File: config.mk
export PLATFORM = sky130hd
export DESIGN_NAME = fmad_arb
export DESIGN_NICKNAME = d
export VERILOG_FILES = /design/src/rtl/fmad_arb.sv
export SDC_FILE = /design/constraint.sdc
export NUM_CORES = 1
export LEC_CHECK = 0
export ABC_AREA = 0
export BUFFER_PORTS_ARGS = -buffer_cell sky130_fd_sc_hd__buf_2
export CORE_AREA = 3 3 165 167
export DETAILED_ROUTE_END_ITERATION = 8
export DIE_AREA = 0 0 168 170
export PLACE_DENSITY = 0.51
export SLEW_MARGIN = 20
export SYNTH_ARGS = -nofsm -noshare
export SYNTH_HDL_FRONTEND = slang
export SYNTH_SLANG_ARGS = --single-unit
File: constraint.sdc
create_clock -name clk -period 1.5 [get_ports clk]
set_clock_uncertainty 0.15 [all_clocks]
set_input_delay 0.15 -clock clk [delete_from_list [all_inputs] [get_ports clk]]
set_output_delay 0.15 -clock clk [all_outputs]
set_load 0.05 [all_outputs]
File: src/rtl/fmad_arb.sv
// -----------------------------------------------------------------------------
// fmad_arb
//   Two-requester round-robin arbiter and sequencer for a shared single-precision
//   fused multiply-add unit (fmad). An accepted operand triple raises fma_req in
//   the accept cycle. The operands are registered and presented to fmad in the
//   following cycle. A tag pipeline of LAT stages follows each operation and
//   steers the fmad result back to the requester that issued it. A sticky flag
//   accumulator is kept for each requester.
//
// Ports
//   clk, reset                 clock; synchronous active-high reset
//   reqN_valid / reqN_ready    operand handshake, N = 0, 1 (ready is combinational)
//   reqN_x, reqN_y, reqN_z     operands; result = x*y + z
//   rspN_valid                 one-cycle result pulse for requester N
//   rspN_rslt, rspN_flag       result and exception flags (passthrough from fmad)
//   accN_flag, clrN_flag       sticky OR of rspN_flag, and its clear
//   fma_req                    to fmad.req, one cycle ahead of the operands
//   fma_x, fma_y, fma_z        registered operands to fmad
//   fma_rslt, fma_flag         result and flags from fmad
//   busy                       at least one operation in flight
// -----------------------------------------------------------------------------
module fmad_arb #(
   parameter int LAT = 4  // accept-to-response cycles (fmad latency + operand stage)
) (
   input  logic        clk,
   input  logic        reset,

   input  logic        req0_valid,
   output logic        req0_ready,
   input  logic [31:0] req0_x,
   input  logic [31:0] req0_y,
   input  logic [31:0] req0_z,
   output logic        rsp0_valid,
   output logic [31:0] rsp0_rslt,
   output logic [4:0]  rsp0_flag,
   output logic [4:0]  acc0_flag,
   input  logic        clr0_flag,

   input  logic        req1_valid,
   output logic        req1_ready,
   input  logic [31:0] req1_x,
   input  logic [31:0] req1_y,
   input  logic [31:0] req1_z,
   output logic        rsp1_valid,
   output logic [31:0] rsp1_rslt,
   output logic [4:0]  rsp1_flag,
   output logic [4:0]  acc1_flag,
   input  logic        clr1_flag,

   output logic        fma_req,
   output logic [31:0] fma_x,
   output logic [31:0] fma_y,
   output logic [31:0] fma_z,
   input  logic [31:0] fma_rslt,
   input  logic [4:0]  fma_flag,

   output logic        busy
);

   logic           gnt0;
   logic           gnt1;
   logic           accept;
   logic           pri;     // preferred requester when both are valid
   logic [LAT-1:0] tag_v;   // per-stage valid, stage LAT-1 is the response stage
   logic [LAT-1:0] tag_id;  // per-stage owner id
   logic [31:0]    op_x;
   logic [31:0]    op_y;
   logic [31:0]    op_z;
   logic [4:0]     acc0;
   logic [4:0]     acc1;

   // Grant: a lone valid wins. With both valid, pri wins. Reset blocks every
   // grant, so no operation can start in a reset cycle.
   always_comb begin
      // NOTE: every output of this block gets a default first, so no path
      // leaves a signal unassigned and no latch is inferred.
      gnt0 = 1'b0;
      gnt1 = 1'b0;
      if (!reset) begin
         if (req0_valid && (!req1_valid || !pri)) gnt0 = 1'b1;
         else if (req1_valid)                     gnt1 = 1'b1;
      end
   end

   assign accept     = gnt0 | gnt1;
   assign req0_ready = gnt0;
   assign req1_ready = gnt1;
   assign fma_req    = accept;

   assign fma_x = op_x;
   assign fma_y = op_y;
   assign fma_z = op_z;

   // Responses leave the last tag stage. The result and flags come straight from fmad.
   assign rsp0_valid = tag_v[LAT-1] & ~tag_id[LAT-1];
   assign rsp1_valid = tag_v[LAT-1] &  tag_id[LAT-1];
   assign rsp0_rslt  = fma_rslt;
   assign rsp1_rslt  = fma_rslt;
   assign rsp0_flag  = fma_flag;
   assign rsp1_flag  = fma_flag;

   assign acc0_flag = acc0;
   assign acc1_flag = acc1;
   assign busy      = |tag_v;

   // Control state: priority pointer, operand stage, tag valids, accumulators.
   always_ff @(posedge clk) begin
      // NOTE: state registers use non-blocking assignments, so every register
      // in this block samples the values from before the edge.
      if (reset) begin
         pri   <= 1'b0;
         tag_v <= '0;
         op_x  <= '0;
         op_y  <= '0;
         op_z  <= '0;
         acc0  <= '0;
         acc1  <= '0;
      end else begin
         if (accept) begin
            pri  <= gnt0;  // the requester not just served becomes preferred
            op_x <= gnt1 ? req1_x : req0_x;
            op_y <= gnt1 ? req1_y : req0_y;
            op_z <= gnt1 ? req1_z : req0_z;
         end
         tag_v <= {tag_v[LAT-2:0], accept};
         // A clear in the pulse cycle keeps only the new response flags.
         acc0 <= (clr0_flag ? 5'd0 : acc0) | (rsp0_valid ? fma_flag : 5'd0);
         acc1 <= (clr1_flag ? 5'd0 : acc1) | (rsp1_valid ? fma_flag : 5'd0);
      end
   end

   // NOTE: owner ids have no reset. They matter only where the matching
   // tag_v bit is set, and tag_v is reset.
   always_ff @(posedge clk) begin
      tag_id <= {tag_id[LAT-2:0], gnt1};
   end

endmodule

==> reports/metrics.cfg <==
[run_status]
outcome = complete, but fails checks
violations = negative setup slack

[placed_design]
place_hpwl_mm = 14.6
dp.cells = 1147
place_congestion = 0.763
post_dp_cell_area_mm2 = 0.00727
port-buffer-count = 324

[cells_and_area]
register_area_mm2 = 0.00231
design_area_mm2 = 0.00927
final_core_util_pct = 35.8
multiInputGateArea_mm2 = 0.00211
fill_cells = 2632
finalNonFillerCells = 1297
nets = 1184
syn2layout_area_growth_pct = 65.9
diodes = 0
drive_gt1_share_pct = 43.8

[global_routing]
antenna_found_initial = 0
grt_max_degree = 61
grt_usage_pct = 14.7
grt-ovfl-total = 0
grt_pass1_vias = 6170
grt_pass1_wl_mm = 33.7

[timing]
worst_pin_slew_ps = 575
hold_violations = 0
slew_headroom_pct = 60.7
rsz0062_at_grt = true
fin_tns_setup_ps = -12030
layout_min_cycle_time_ps = 1700
finalSetupViolCount = 96
max_freq_mhz = 587
fin_ws_ps = -202
period_share_pct = 113
maxSlewViolCount = 0

[clock_tree]
cts.root.buffer_cell = clkbuf_16
htreeDepth = 4
clk_pin_slew_ps = 50
cts_buffers = 17
clkLatencyLatePin_ps = 400
clkSinkCount = 115
cts_tree = yes
cts_max_path_buffers = 2

[yosys]
synth_area_leaders = dfxtp_1 (41%), a221o_1 (17%), a2111oi_0 (15%), buf_4 (9.9%), inv_1 (6.5%)
synth_top_flop_cell = dfxtp_1
synthArstFlopShare_pct = 0
synth_area_mm2 = 0.00558
syn_nets = 825
synthTopCellsByCount = dfxtp_1 (115), a2111oi_0 (96), a221o_1 (96), inv_1 (96), buf_4 (74)
ys_ff_latch = 115
synth_cell_types = 20
ys.warnings.count = 0
synth_edf_count = 0
yosys.area.top_type = dfxtp_1
syn-instance-count = 590
yosysSeqAreaShare_pct = 41.2
synth.most_common_cell = dfxtp_1
avgSynthCellArea_um2 = 9.46
synth.top_cell.area_share_pct = 41.2

[drt]
vias_per_cell = 4.74
firstDrtPassIters = 7
wl_per_cell_um = 17.6
drtIter0Drc = 334
drc = 0
antenna_left = 0
vias = 6147
wirelength_mm = 22.8

[pwr]
powerDensity_mw_per_mm2 = 1080
ir_worst_vdd_mv = 0.537
leakage_nw = 4.43
p_total_mw = 9.98

[floorplanning]
initial_core_util_pct = 21.6
dieHeight_um = 170
ios = 421
dieArea_mm2 = 0.0286
row_count = 59
coreArea_mm2 = 0.0259
die_width_um = 168

[critical_path]
worstSetupEndpointType = output pin
cp-start-kind = register
arrival_ps = 1400
path_class = reg2out
critPathRequiredTime_ps = 1200
cp_max_fo = 2
worst-r2r-cell-count = 5

[hold_path]
worstHoldPathType = in2reg
hold_depth = 4

[job]
cap_violations = 0

==> cells by family (layout without fill, tap and decap cells) <==
group | Yosys count | after routing | share of synthesized area [%]
compound gates | 204 | 204 | 33.4
buf+inv | 238 | 610 | 22.0
flops | 115 | 115 | 41.2
simple gates | 33 | 33 | 3.38
==> worst paths after layout <==
check / start / to / slack [ps]
max reg2reg: pri / fma_y[7] / -180
min: req0_valid / tag_v[0] / 30
max: tag_v[2] / busy / -200
min reg2reg: tag_id[1] / tag_id[2] / 170
==> stage by stage <==
step	hold WS [ps]	worst slack, ps
final	31.3	-202
after floorplan	139	-130
after detailed placement	151	-196
after CTS	22.0	-241
after global routing	48.4	-257
after global placement	151	-129
==> critical path: stages (launching register included) <==
cell and delay [ps]:
dfxtp_1 300, or4_4 540, buf_8 170
==> cells in the final DEF (no fill, tap or decap) <==
cell type	count
a211oi_4	1
nor2_1	11
inv_4	1
clkbuf_16	20
clkbuf_8	1
nor2_4	1
inv_2	1
nand2b_4	1
dfxtp_1	113
inv_1	96
clkinvlp_4	4
buf_12	15
dfxtp_2	1
buf_16	4
a2111oi_2	1
clkinv_2	1
dfxtp_4	1
a21oi_1	11
buf_8	3
buf_6	6
nand2b_1	1
bufinv_16	2
bufbuf_16	1
a221o_1	96
and2_4	1
or4_4	1
inv_6	2
and3b_4	1
buf_2	317
a2111oi_1	9
nor2b_2	1
buf_4	27
a2111oi_0	86
nor2_2	1
nor2b_1	13
nor3_4	1
clkinv_4	4
dlygate4sd3_1	105
==> power by group <==
group | total (mW) | switching (mW) | internal (mW)
combinational | 2.44 | 1.49 | 0.944
sequential | 3.41 | 0.127 | 3.28
clock | 4.13 | 1.62 | 2.51
==> what timing repair did <==
item,in CTS,in global routing
resized for setup,21,19
setup endpoints to repair,100,100
endpoints found under the hold margin,107,0
pin swaps,2,15
cloned,4,4
hold buffers,105,0
setup buffers,4,1
==> state kept, by name, summed over array words and instances, names as in the netlist <==
register and cells:
fma_y 32, acc1_flag 5, pri 1, acc0_flag 5, tag_id 4, tag_v 4, fma_x 32, fma_z 32
==> cell type report <==
class / instances / share of cell area (%)
timing repair buffer: 481 / 37.5
multi-input combinational: 237 / 22.8
tap: 335 / 4.52
clock buffer: 18 / 4.74
inverter: 97 / 3.93
sequential: 115 / 24.9
clock inverter: 14 / 1.66
==> per-layer routing <==
layer / up-vias / routed length (um) / global-route usage [%]
met1: 2898 / 9930 / 18.6
met2: 311 / 10600 / 24.2
met5: - / 0 / 0
met3: 54 / 1570 / 3.37
met4: 0 / 681 / 6.40
li1: 2884 / - / -
Note: power is estimated with default switching activity, not from simulation.
